--- config.mk ---
export PLATFORM = sky130hd
export DESIGN_NAME = serial_paralelo_param_flat
export DESIGN_NICKNAME = d
export VERILOG_FILES = /design/src/rtl/serial_paralelo_param_if.sv /design/src/rtl/serial_paralelo_param.sv /design/src/flat_wrapper.sv
export SDC_FILE = /design/constraint.sdc
export NUM_CORES = 1
export LEC_CHECK = 0
export ABC_AREA = 1
export BUFFER_PORTS_ARGS = -buffer_cell sky130_fd_sc_hd__buf_2
export CORE_UTILIZATION = 55
export CTS_BUF_LIST = sky130_fd_sc_hd__clkbuf_8 sky130_fd_sc_hd__clkbuf_16
export DETAILED_ROUTE_END_ITERATION = 10
export GPL_ROUTABILITY_DRIVEN = 0
export PLACE_DENSITY = 0.76
export RECOVER_POWER = 25
export SYNTH_ARGS = -nofsm -noshare
export SYNTH_HDL_FRONTEND = slang
export SYNTH_SLANG_ARGS = --single-unit
--- constraint.sdc ---
create_clock -name clk_32f -period 4.7 [get_ports clk_32f]
set_clock_uncertainty 0.2 [all_clocks]
set_input_delay 0.94 -clock clk_32f [delete_from_list [all_inputs] [get_ports clk_32f]]
set_output_delay 0.94 -clock clk_32f [all_outputs]
set_load 0.02 [all_outputs]
--- src/rtl/serial_paralelo_param_if.sv ---
// Serial-to-parallel link bundle: serial bit in, aligned word and link status out.
// master: the serial source and status consumer; slave: the deserializer.
interface serial_paralelo_param_if #(
  parameter int unsigned WIDTH      = 8,
  parameter int unsigned LOCK_COUNT = 4
);
  localparam int unsigned CntW = $clog2(LOCK_COUNT + 1);

  logic             data_input;
  logic             active_output;
  logic [WIDTH-1:0] data_output;
  logic             valid_output;
  logic             word_strobe;
  logic [CntW-1:0]  BC_contador;

  modport master (
    output data_input,
    input  active_output,
    input  data_output,
    input  valid_output,
    input  word_strobe,
    input  BC_contador
  );

  modport slave (
    input  data_input,
    output active_output,
    output data_output,
    output valid_output,
    output word_strobe,
    output BC_contador
  );
endinterface

--- src/rtl/serial_paralelo_param.sv ---
// Parametrised MSB-first deserializer with comma alignment on a single bit clock.
// Hunts for COMMA at any bit offset, locks after LOCK_COUNT consecutive aligned
// commas, then delivers non-comma words with a one-cycle valid pulse.
// Optional macro SP_LOSS_DETECT_EN: drop lock after LOSS_COUNT misaligned commas.
module serial_paralelo_param #(
  parameter int unsigned      WIDTH      = 8,
  parameter logic [WIDTH-1:0] COMMA      = 8'hBC,
  parameter int unsigned      LOCK_COUNT = 4,
  parameter int unsigned      LOSS_COUNT = 2
) (
  input logic                    clk_32f,
  input logic                    reset_L,
  serial_paralelo_param_if.slave bus
);

  localparam int unsigned BitW = $clog2(WIDTH);
  localparam int unsigned CntW = $clog2(LOCK_COUNT + 1);

  localparam logic [BitW-1:0] LastBit  = BitW'(WIDTH - 1);
  localparam logic [CntW-1:0] LockVal  = CntW'(LOCK_COUNT);
  localparam logic [CntW-1:0] LockPrev = CntW'(LOCK_COUNT - 1);

  typedef enum logic [1:0] {
    StHunt,
    StAlign,
    StActive
  } state_e;

  state_e           state_q;
  logic [WIDTH-1:0] sr_q;
  logic [BitW-1:0]  bit_cnt_q;
  // Bits shifted since reset, saturating; gates comma matches until sr is full.
  logic [BitW-1:0]  fill_q;
  logic [CntW-1:0]  bc_q;
  logic [WIDTH-1:0] data_q;
  logic             valid_q;
  logic             strobe_q;
  logic             active_q;

  logic [WIDTH-1:0] sr_next;
  logic             is_comma;
  logic             word_done;
  logic             sr_full;

`ifdef SP_LOSS_DETECT_EN
  localparam int unsigned     LossW    = $clog2(LOSS_COUNT + 1);
  localparam logic [LossW-1:0] LossPrev = LossW'(LOSS_COUNT - 1);
  logic [LossW-1:0] miss_q;
`else
  // Lock is only released by reset in this build.
  logic unused_loss_count;
  assign unused_loss_count = ^LOSS_COUNT;
`endif

  // The oldest bit falls off the shift register and is never compared.
  logic unused_sr_msb;
  assign unused_sr_msb = sr_q[WIDTH-1];

  // Next shift-register contents and the match/boundary qualifiers built on it.
  always_comb begin
    sr_next   = {sr_q[WIDTH-2:0], bus.data_input};
    is_comma  = (sr_next == COMMA);
    word_done = (bit_cnt_q == LastBit);
    sr_full   = (fill_q == LastBit);
  end

  // Alignment FSM with all outputs registered alongside the state.
  always_ff @(posedge clk_32f or negedge reset_L) begin
    if (!reset_L) begin
      state_q   <= StHunt;
      sr_q      <= '0;
      bit_cnt_q <= '0;
      fill_q    <= '0;
      bc_q      <= '0;
      data_q    <= '0;
      valid_q   <= 1'b0;
      strobe_q  <= 1'b0;
      active_q  <= 1'b0;
`ifdef SP_LOSS_DETECT_EN
      miss_q    <= '0;
`endif
    end else begin
      sr_q     <= sr_next;
      valid_q  <= 1'b0;
      strobe_q <= 1'b0;
      if (!sr_full) begin
        fill_q <= fill_q + 1'b1;
      end

      unique case (state_q)
        StHunt: begin
          // Any bit offset is acceptable; a match defines the new word boundary.
          if (sr_full && is_comma) begin
            bit_cnt_q <= '0;
            bc_q      <= CntW'(1);
            if (LOCK_COUNT == 1) begin
              state_q  <= StActive;
              active_q <= 1'b1;
            end else begin
              state_q <= StAlign;
            end
          end
        end

        StAlign: begin
          bit_cnt_q <= word_done ? '0 : bit_cnt_q + 1'b1;
          if (word_done) begin
            strobe_q <= 1'b1;
            if (is_comma) begin
              bc_q <= bc_q + 1'b1;
              if (bc_q == LockPrev) begin
                state_q  <= StActive;
                active_q <= 1'b1;
              end
            end else begin
              state_q <= StHunt;
              bc_q    <= '0;
            end
          end
        end

        StActive: begin
          bit_cnt_q <= word_done ? '0 : bit_cnt_q + 1'b1;
          bc_q      <= LockVal;
          if (word_done) begin
            strobe_q <= 1'b1;
            // Commas are idle fill: only real data updates the word output.
            if (!is_comma) begin
              data_q  <= sr_next;
              valid_q <= 1'b1;
            end
          end
`ifdef SP_LOSS_DETECT_EN
          if (word_done) begin
            if (is_comma) begin
              miss_q <= '0;
            end
          end else if (is_comma) begin
            if (miss_q == LossPrev) begin
              state_q  <= StHunt;
              active_q <= 1'b0;
              bc_q     <= '0;
              miss_q   <= '0;
            end else begin
              miss_q <= miss_q + 1'b1;
            end
          end
`endif
        end

        default: begin
          state_q  <= StHunt;
          bc_q     <= '0;
          active_q <= 1'b0;
        end
      endcase
    end
  end

  assign bus.active_output = active_q;
  assign bus.data_output   = data_q;
  assign bus.valid_output  = valid_q;
  assign bus.word_strobe   = strobe_q;
  assign bus.BC_contador   = bc_q;

endmodule

--- src/flat_wrapper.sv ---
// flat-port wrapper written by rule: the top's interface ports become plain ports
module serial_paralelo_param_flat 
#(
  parameter int unsigned      WIDTH      = 8,
  parameter logic [WIDTH-1:0] COMMA      = 8'hBC,
  parameter int unsigned      LOCK_COUNT = 4,
  parameter int unsigned      LOSS_COUNT = 2
)
  (clk_32f, reset_L, bus_data_input, bus_active_output, bus_data_output, bus_valid_output, bus_word_strobe, bus_BC_contador);
  serial_paralelo_param_if #(.WIDTH(WIDTH), .LOCK_COUNT(LOCK_COUNT)) bus_i ();
  input logic clk_32f;
  input logic reset_L;
  input wire logic [$bits(bus_i.data_input)-1:0] bus_data_input;
  output wire logic [$bits(bus_i.active_output)-1:0] bus_active_output;
  output wire logic [$bits(bus_i.data_output)-1:0] bus_data_output;
  output wire logic [$bits(bus_i.valid_output)-1:0] bus_valid_output;
  output wire logic [$bits(bus_i.word_strobe)-1:0] bus_word_strobe;
  output wire logic [$bits(bus_i.BC_contador)-1:0] bus_BC_contador;
  assign bus_i.data_input = bus_data_input;
  assign bus_active_output = bus_i.active_output;
  assign bus_data_output = bus_i.data_output;
  assign bus_valid_output = bus_i.valid_output;
  assign bus_word_strobe = bus_i.word_strobe;
  assign bus_BC_contador = bus_i.BC_contador;
  serial_paralelo_param #(.WIDTH(WIDTH), .COMMA(COMMA), .LOCK_COUNT(LOCK_COUNT), .LOSS_COUNT(LOSS_COUNT)) u_core (.clk_32f(clk_32f), .reset_L(reset_L), .bus(bus_i));
endmodule
==> results of run 1 <==
cell type report:
type                            count  area share
Inverter                           17      0.0417
Clock inverter                      2      0.0221
Timing Repair Buffer               16      0.0507
Clock buffer                        6      0.0540
Multi-Input combinational cell     92       0.334
Tap cell                           28      0.0229
Sequential cell                    29       0.475
cells in the final DEF (no fill, tap or decap):
| master | n |
|---|---|
| a21oi_4 | 1 |
| a31oi_1 | 1 |
| buf_2 | 14 |
| bufinv_16 | 1 |
| clkbuf_1 | 2 |
| clkbuf_8 | 6 |
| dfrtp_1 | 29 |
| ha_1 | 10 |
| inv_1 | 18 |
| mux2_2 | 2 |
| nand2_1 | 47 |
| nand3_1 | 11 |
| nand3_2 | 1 |
| nand4_1 | 1 |
| nor2_1 | 8 |
| nor2_2 | 2 |
| nor3_1 | 1 |
| nor3b_1 | 1 |
| o21ai_0 | 4 |
| o21ai_2 | 1 |
| xnor2_1 | 1 |
cell families after synthesis:
group	after synthesis	share of synthesized area
flops	29	0.556
mux	2	0.0173
compound gates	7	0.0393
fa+ha+maj	10	0.0959
buf+inv	18	0.0527
simple gates	72	0.232
xor+xnor	1	0.00671
metrics by stage:
| stage | total power [W] | instance area (um2) |
|---|---|---|
| after floorplan | 0.000415 | 1310 |
| after global placement | 0.000447 | 1420 |
| after detailed placement | 0.000454 | 1420 |
| final | 0.000714 | 1530 |
| after CTS | 0.000720 | 1530 |
| after global routing | 0.000756 | 1530 |
flip-flops by register name, summed over array words and instances (netlist names):
signal	count
u_core.bus.word_strobe	1
u_core.fill_q	3
u_core.state_q	2
u_core.bus.BC_contador	3
u_core.bus.data_output	8
u_core.bit_cnt_q	3
u_core.bus.valid_output	1
u_core.sr_q	7
u_core.bus.active_output	1
worst max-delay path by stage:
stage                    from                        end  slack (ns)  cells after the start
6_report              reset_L        u_core.bit_cnt_q[0]        2.60                      1
3_3_place_gp   bus_data_input  u_core.bus.data_output[7]        2.33                      9
2_1_floorplan  bus_data_input  u_core.bus.BC_contador[0]        2.71                      8
5_1_grt               reset_L        u_core.bit_cnt_q[0]        2.26                      1
3_5_place_dp   bus_data_input  u_core.bus.data_output[7]        2.31                      9
4_1_cts        bus_data_input  u_core.bus.data_output[7]        2.61                      9
power breakdown:
group          total (W)  internal, W  switching, W
Combinational   0.000159    0.0000526      0.000106
Sequential      0.000294     0.000274     0.0000206
Clock           0.000261     0.000170     0.0000907
routing by layer:
layer  wire [um]  track usage
met4          38        0.130
met5           0            0
met1        1060        0.240
met2        1120        0.371
met3          91       0.0667
==> flow_summary.toml, run 1 <==
[clock_network]
clockBufferDepth = 2
clk_pin_slew_worst_paths_ns = 0.06
clk_latency_ns = 0.28
cts_root_buffer = "clkbuf_8"
cts.sinks = 29
cts_tree = "yes"
postCtsSetupBuffers = 0
post_cts_resized = 0
postCtsHoldBufs = 0
numCtsBuffers = 5
h-tree-depth = 2

[status]
violations = "max-capacitance violations, max-slew violations"
status = "finished with violations"

[logic_synthesis]
ys_top_cells_by_count = "nand2_1 (47), dfrtp_1 (29), inv_1 (17)"
synth-seq-cells = 29
yosysTopAreaCell = "dfrtp_1"
synth-edff-count = 0
seq_area_frac_synth = 0.556
syn_inst = 139
syn_avg_cell_area_um2 = 9.39
yosysMostFrequentCell = "nand2_1"
ys_types = 18
synth_nets = 152
yosysWarnings = 0
synthFlopType = "dfrtp_1"
yosys.area.top_type_share = 0.556
async_reset_ff_frac = 1.00
yosys-top-cells-area = "dfrtp_1 (56%), nand2_1 (14%), ha_1 (9.6%), inv_1 (4.9%), nand3_1 (4.2%)"
synth_area_um2 = 1310

[worst_setup_path]
r2r_slack_ns = 2.86
cp-end-kind = "async pin"
crit_buf_inv = 1
cp_top_family = "buffers and inverters"
rr_worst_depth = 6
arrival_ns = 2.02
worstPathMaxFanout = 29
rr_startpoint = "u_core.bit_cnt_q[0]"
max_stage_delay_ns = 1.06
path_cells = "clkbuf_1"
critical-path-slowest-cell = "clkbuf_1"
rr_endpoint = "u_core.bus.data_output[7]"
worstSetupStartpointType = "input pin"
required_ns = 4.62
crit_type = "input pin to async pin"

[detailed_routing]
drtPass1Iterations = 4
avgViaCountPerCell = 5.06
wl_per_cell_um = 12.1
vias = 961
drc = 0
drt_iter0_drc = 21
wl_um = 2310
antenna_left = 0

[sta]
rsz0062_at_grt = "no"
period_share = 0.446
period_needed_ns = 2.10
worst_pin_slew_ns = 1.50
setup_viol = 0
fmax_mhz = 477
setup_ws_ns = 2.60
holdWs_ns = 0.185
max-slew-margin-rel = -0.00256
hold_viol = 0
drv_slew = 29
tns_ns = 0

[cells_and_area]
multiInputGateArea_um2 = 510
fin_util = 0.685
nets = 174
drive_above_1_share = 0.173
final_cells = 190
diodes = 0
regArea_um2 = 726
fillCellCount = 174
area_delta_synth_final_pct = 17.2

[grt]
track_usage = 0.219
grt_pass1_vias = 940
antenna_found_initial = 0
grt_pass1_wl_um = 3950
overflow = 0
grt_max_degree = 30

[worst_hold_path]
hold_start = "u_core.sr_q[5]"
whs_endpoint = "u_core.sr_q[6]"
hold_depth = 0
min_path_type = "register to register"

[die]
fp.coreArea_um2 = 2230
die_h_um = 50.7
rows = 17
start_util = 0.584
die_w_um = 50.7
dieArea_um2 = 2570
pin_count = 17

[flow_run]
cap_viol_max_count = 1

[pwr]
p_leak_nw = 0.843
power_density_nw_per_um2 = 467
vdd_drop_max_mv = 0.372

[placement]
placedCellCount = 182
dp_hpwl_um = 1590
portBuffers = 16
post-place-ws_ns = 2.31
No activity file was read; power rests on OpenSTA's default activity.
==> run 2, diff against run 1 <==
ABC_AREA = 0   (was 1)
clock period = 2.1 ns   (was 4.7 ns; I/O delays follow)
==> run 2 against run 1 <==
The run now ends clean. First-iteration DRC count down 38%. Register-to-register slack got worse by 2.8 ns. Combinational power increased by 6%. Count of clock-buffer cells in the layout unchanged. Power increased by 73%. Sequential power grew 110%. Flip-flop and latch count did not move. Synthesized area rose by 5.5%. Largest cell class unchanged.
==> flow_summary.toml, run 2 <==
[status]
status = "completed"

[grt]
grt_pass1_vias = 867
grt_pass1_wl_um = 4130
track_usage = 0.226
grt_max_degree = 30
antenna_found_initial = 0
overflow = 0

[sta]
tns_ns = 0
max-slew-margin-rel = 0.538
rsz0062_at_grt = "no"
period_needed_ns = 2.01
fmax_mhz = 498
holdWs_ns = 0.132
drv_slew = 0
worst_pin_slew_ns = 0.692
setup_viol = 0
period_share = 0.957
hold_viol = 0

[logic_synthesis]
ys_types = 33
yosysMostFrequentCell = "dfrtp_1"
synth-seq-cells = 29
syn_avg_cell_area_um2 = 13.4
yosysWarnings = 0
async_reset_ff_frac = 1.00
yosys-top-cells-area = "dfrtp_1 (53%), mux2_4 (9.8%), ha_1 (9.1%), mux2_2 (2.5%), nor4b_4 (1.7%)"
synth-edff-count = 0
syn_inst = 103
synth_area_um2 = 1380
synthFlopType = "dfrtp_1"
yosysTopAreaCell = "dfrtp_1"
ys_top_cells_by_count = "dfrtp_1 (29), ha_1 (10), mux2_4 (9)"
synth_nets = 116
yosys.area.top_type_share = 0.527
seq_area_frac_synth = 0.527

[clock_network]
h-tree-depth = 2
clockBufferDepth = 2
post_cts_resized = 0
cts_tree = "yes"
numCtsBuffers = 5
clk_latency_ns = 0.28
clk_pin_slew_worst_paths_ns = 0.06
cts.sinks = 29
cts_root_buffer = "clkbuf_8"
postCtsSetupBuffers = 0

[worst_setup_path]
cp-end-kind = "register"
crit_type = "register to register"
path_cells = "ha_1 -> ha_1 -> and2b_2 -> or2_4 -> o32a_1"
path_common_cell = "ha_1"
worstSetupStartpointType = "register"
r2r_slack_ns = 0.09
worstPathMaxFanout = 6
critical-path-slowest-cell = "dfrtp_1"
max_stage_delay_ns = 0.39
required_ns = 2.06
arrival_ns = 1.97

[cells_and_area]
largest_register_ffs = 8
nets = 141
drive_above_1_share = 0.305
area_delta_synth_final_pct = 15.8
regArea_um2 = 726
layout_commonest_cell = "dfrtp_1"
final_cells = 156
diodes = 0
finish.instance_area_um2 = 1590
fillCellCount = 166
multiInputGateArea_um2 = 616
layout_common_cells = "dfrtp_1 (29), ha_1 (10), mux2_4 (9), buf_2 (9)"

[detailed_routing]
avgViaCountPerCell = 5.54
vias = 864
drt_iter0_drc = 13
wl_um = 2470
wl_per_cell_um = 15.8
drtPass1Iterations = 4
antenna_left = 0
drc = 0

[die]
die_h_um = 52.0
start_util = 0.605
fp.coreArea_um2 = 2280
dieArea_um2 = 2710
rows = 17
pin_count = 17
die_w_um = 52.0

[placement]
dp_hpwl_um = 1760
portBuffers = 16
placedCellCount = 148
dpl-instance-area_um2 = 1510

[pwr]
power_density_nw_per_um2 = 775
vdd_drop_max_mv = 0.670
p_leak_nw = 0.763

[flow_run]
cap_viol_max_count = 0

[worst_hold_path]
min_path_type = "input pin to register"
## run 2: cell count changes in the layout (fill, tap and decap cells not counted), moves of 2 or more
cell      change
nor2_1        -3
mux2_4        +9
nand3_1       -8
nor2_2        -2
buf_2         -5
o21a_1        +2
clkbuf_1      +4
buf_4         +4
a21oi_1       +2
nand2_1      -41
inv_1        -12
## run 2: final timing paths
kind / from / to / cells after the start
max in group asynchronous: reset_L / u_core.bus.data_output[3] / 2
worst min-delay path: bus_data_input / u_core.sr_q[0] / 1
worst min register to register: u_core.sr_q[4] / u_core.sr_q[5] / 0
worst max-delay path: u_core.bit_cnt_q[0] / u_core.state_q[1] / 5
worst max register to register: u_core.bit_cnt_q[0] / u_core.state_q[1] / 5
min in group asynchronous: reset_L / u_core.fill_q[0] / 2
## run 2: area by class of cell
cell class / count / share of cell area
Tap cell: 28 / 0.0220
Clock buffer: 6 / 0.0518
Sequential cell: 29 / 0.455
Clock inverter: 1 / 0.00235
Timing Repair Buffer: 21 / 0.0706
Multi-Input combinational cell: 66 / 0.386
Inverter: 5 / 0.0118
## run 2: cell families (layout without fill, tap and decap cells)
kind of cell / count (synthesis) / after routing / synth area share
XOR/XNOR: 1 / 1 / 0.00636
adder cells (fa/ha/maj): 10 / 10 / 0.0909
AND/OR/NAND/NOR: 27 / 27 / 0.129
multiplexers: 13 / 13 / 0.130
AO/OA/AOI/OAI: 15 / 15 / 0.0909
buffers and inverters: 8 / 33 / 0.0255
flip-flops: 29 / 29 / 0.527
## run 2: report_power, final
group | internal, W | switching, W | total, W
clock network | 0.000254 | 0.000197 | 0.000451
logic | 0.0000677 | 0.000100 | 0.000168
registers | 0.000589 | 0.0000283 | 0.000617
## run 2: critical path: cells and delay by family (launching register included)
family	cells	cell delay, ns
AO/OA/AOI/OAI	1	0.29
adder cells (fa/ha/maj)	2	0.44
flip-flops	1	0.39
AND/OR/NAND/NOR	2	0.57
## run 2: per-layer routing
layer,up-vias,part of all wire,global-route usage
met1,423,0.47,0.289
met2,20,0.47,0.338
met4,0,0.015,0.0946
met5,-,0,0
li1,414,-,-
met3,7,0.047,0.0877
## run 2: timing repair
| item | 4_1_cts | 5_1_grt |
|---|---|---|
| endpoints found under the setup margin | 0 | 0 |
| endpoints found under the hold margin | 29 | 0 |
| hold buffers | 1 | 0 |
## run 2: through the flow
step | setup slack (ns) | utilization | total power (W)
6_report | 0.0902 | 0.700 | 0.00124
5_1_grt | 0.0297 | 0.700 | 0.00129
4_1_cts | 0.121 | 0.704 | 0.00125
3_5_place_dp | 0.0843 | 0.661 | 0.000793
3_3_place_gp | 0.162 | 0.661 | 0.000784
2_1_floorplan | 0.216 | - | 0.000736
==> run 3, diff against run 2 <==
CORE_ASPECT_RATIO = 1.1   (was not set)
CORE_MARGIN = 2   (was not set)
CORE_UTILIZATION = 50   (was 55)
PLACE_DENSITY = 0.73   (was 0.76)
clock period = 1.7 ns   (was 2.1 ns; I/O delays follow)
==> run 3 against run 2 <==
The run now ends with negative setup slack left. Die area increased by 18%. Setup slack got worse by 0.21 ns. Sequential share of layout area decreased by 7.7 points. Register-to-register slack got worse by 0.21 ns. Worst hold slack improved by 0.017 ns. Flip-flop and latch count unchanged. Via count increased by 15%.
==> flow_summary.toml, run 3 (synthesis gave the netlist of run 2 again) <==
[clock_network]
cts.sinks = 29
clk_pin_slew_worst_paths_ns = 0.06
h-tree-depth = 2
clockBufferDepth = 2
numCtsBuffers = 5
cts_root_buffer = "clkbuf_8"
cts_tree = "yes"
clk_latency_ns = 0.29

[die]
pin_count = 17
fp.coreArea_um2 = 2570
start_util = 0.536
die_h_um = 59.0
die_w_um = 54.0
dieArea_um2 = 3190
rows = 19

[worst_setup_path]
required_ns = 1.67
worstPathMaxFanout = 4
rr_startpoint = "u_core.bit_cnt_q[1]"
cp-end-kind = "register"
r2r_slack_ns = -0.12
worstSetupStartpointType = "register"
crit_type = "register to register"
rr_endpoint = "u_core.bus.BC_contador[2]"
rr_worst_depth = 5
arrival_ns = 1.79

[cells_and_area]
diodes = 0
layout_common_cells = "dfrtp_1 (29), buf_4 (23), buf_2 (11)"
drive_above_1_share = 0.523
largest_register_ffs = 8
area_delta_synth_final_pct = 39.4
layout_commonest_cell = "dfrtp_1"
nets = 167
fillCellCount = 162
final_cells = 186

[detailed_routing]
wl_per_cell_um = 15.9
avgViaCountPerCell = 5.36
drt_iter0_drc = 13
drc = 0
vias = 997
drtPass1Iterations = 4
antenna_left = 0
wl_um = 2960

[sta]
worst_pin_slew_ns = 0.695
period_needed_ns = 1.82
hold_viol = 0
drv_slew = 0
max-slew-margin-rel = 0.536
period_share = 1.07
rsz0062_at_grt = "yes"
fmax_mhz = 548
setup_viol = 14
setup_ws_ns = -0.124

[pwr]
combPwrFrac = 0.179
finalPower_w = 0.00195
p_int_w = 0.00148
power_switching_w = 0.000469
vdd_drop_max_mv = 0.994
seq_power_share = 0.386
clkPwrFrac = 0.436
power_density_nw_per_um2 = 1020
p_leak_nw = 0.914
switching_share = 0.240

[grt]
overflow = 0
grt_pass1_wl_um = 4810
antenna_found_initial = 0
grt_pass1_vias = 1043
track_usage = 0.222
grt_max_degree = 30

[worst_hold_path]
min_path_type = "input pin to register"
hold_depth = 2
hold_start = "bus_data_input"
whs_endpoint = "u_core.sr_q[0]"

[placement]
placedCellCount = 174
dp_hpwl_um = 1950
post-place-ws_ns = -0.180
portBuffers = 16

[status]
status = "finished with violations"
violations = "negative setup slack"

[flow_run]
cap_viol_max_count = 0
-- run 3: cell count changes in the layout (fill, tap and decap cells not counted), sizes merged --
cell	before	now
clkbuf	13	16
buf	13	35
inv	6	5
bufinv	0	2
clkinv	0	1
-- run 3: area by class of cell --
type,instances,area (um2),share of cell area
inverter,5,18.8,0.00978
clock inverter,3,65.1,0.0339
sequential,29,726,0.378
multi-input combinational,66,698,0.364
tap,31,38.8,0.0202
clock buffer,5,68.8,0.0359
timing repair buffer,47,303,0.158
-- run 3: power groups by stage --
stage               registers (W)  clock network, W  logic, W
floorplan                0.000784                 0  0.000129
global placement         0.000762                 0  0.000289
detailed placement       0.000765                 0  0.000300
CTS                      0.000754          0.000861  0.000325
global route             0.000757          0.000902  0.000386
finish                   0.000753          0.000849  0.000348
-- run 3: per-layer routing --
| layer | up-vias | track usage | share of wire |
|---|---|---|---|
| met1 | 502 | 0.244 | 0.42 |
| met3 | 6 | 0.0732 | 0.039 |
| met4 | 0 | 0.0893 | 0.018 |
| met2 | 22 | 0.387 | 0.53 |
| met5 | - | 0 | 0 |
| li1 | 467 | - | - |
-- run 3: how the worst max path moves through the flow --
stage / slack [ns] / to / cells after the start / startpoint
3_5_place_dp: -0.18 / u_core.state_q[0] / 6 / bus_data_input
4_1_cts: -0.11 / u_core.bus.BC_contador[2] / 4 / u_core.sr_q[0]
5_1_grt: -0.16 / u_core.state_q[1] / 5 / u_core.bit_cnt_q[0]
2_1_floorplan: -0.14 / u_core.bus.BC_contador[2] / 6 / u_core.fill_q[0]
3_3_place_gp: -0.16 / u_core.state_q[0] / 6 / bus_data_input
6_report: -0.12 / u_core.bus.BC_contador[2] / 5 / u_core.bit_cnt_q[1]
-- run 3: per-stage QoR --
stage	TNS, ns	hold slack, ns	utilization	instance area, um2
final	-0.766	0.150	0.747	1920
after global routing	-1.62	0.156	0.747	1920
after detailed placement	-2.33	0.196	0.668	1710
after floorplan	-0.512	-0.156	-	1420
after CTS	-0.916	0.109	0.733	1880
after global placement	-1.78	0.189	0.668	1710
-- run 3: what timing repair did --
action | CTS | global route
setup endpoints to repair | 17 | 17
pin swaps | 2 | 7
endpoints found under the hold margin | 29 | 0
hold buffers | 1 | 0
resized for setup | 9 | 9
buffers inserted | 1 | 2
-- run 3: critical path, stage by stage (launching register included) --
cell and delay, ns:
dfrtp_1 0.36, ha_2 0.20, ha_4 0.14, and2b_2 0.24, or2_4 0.28, mux2_4 0.30
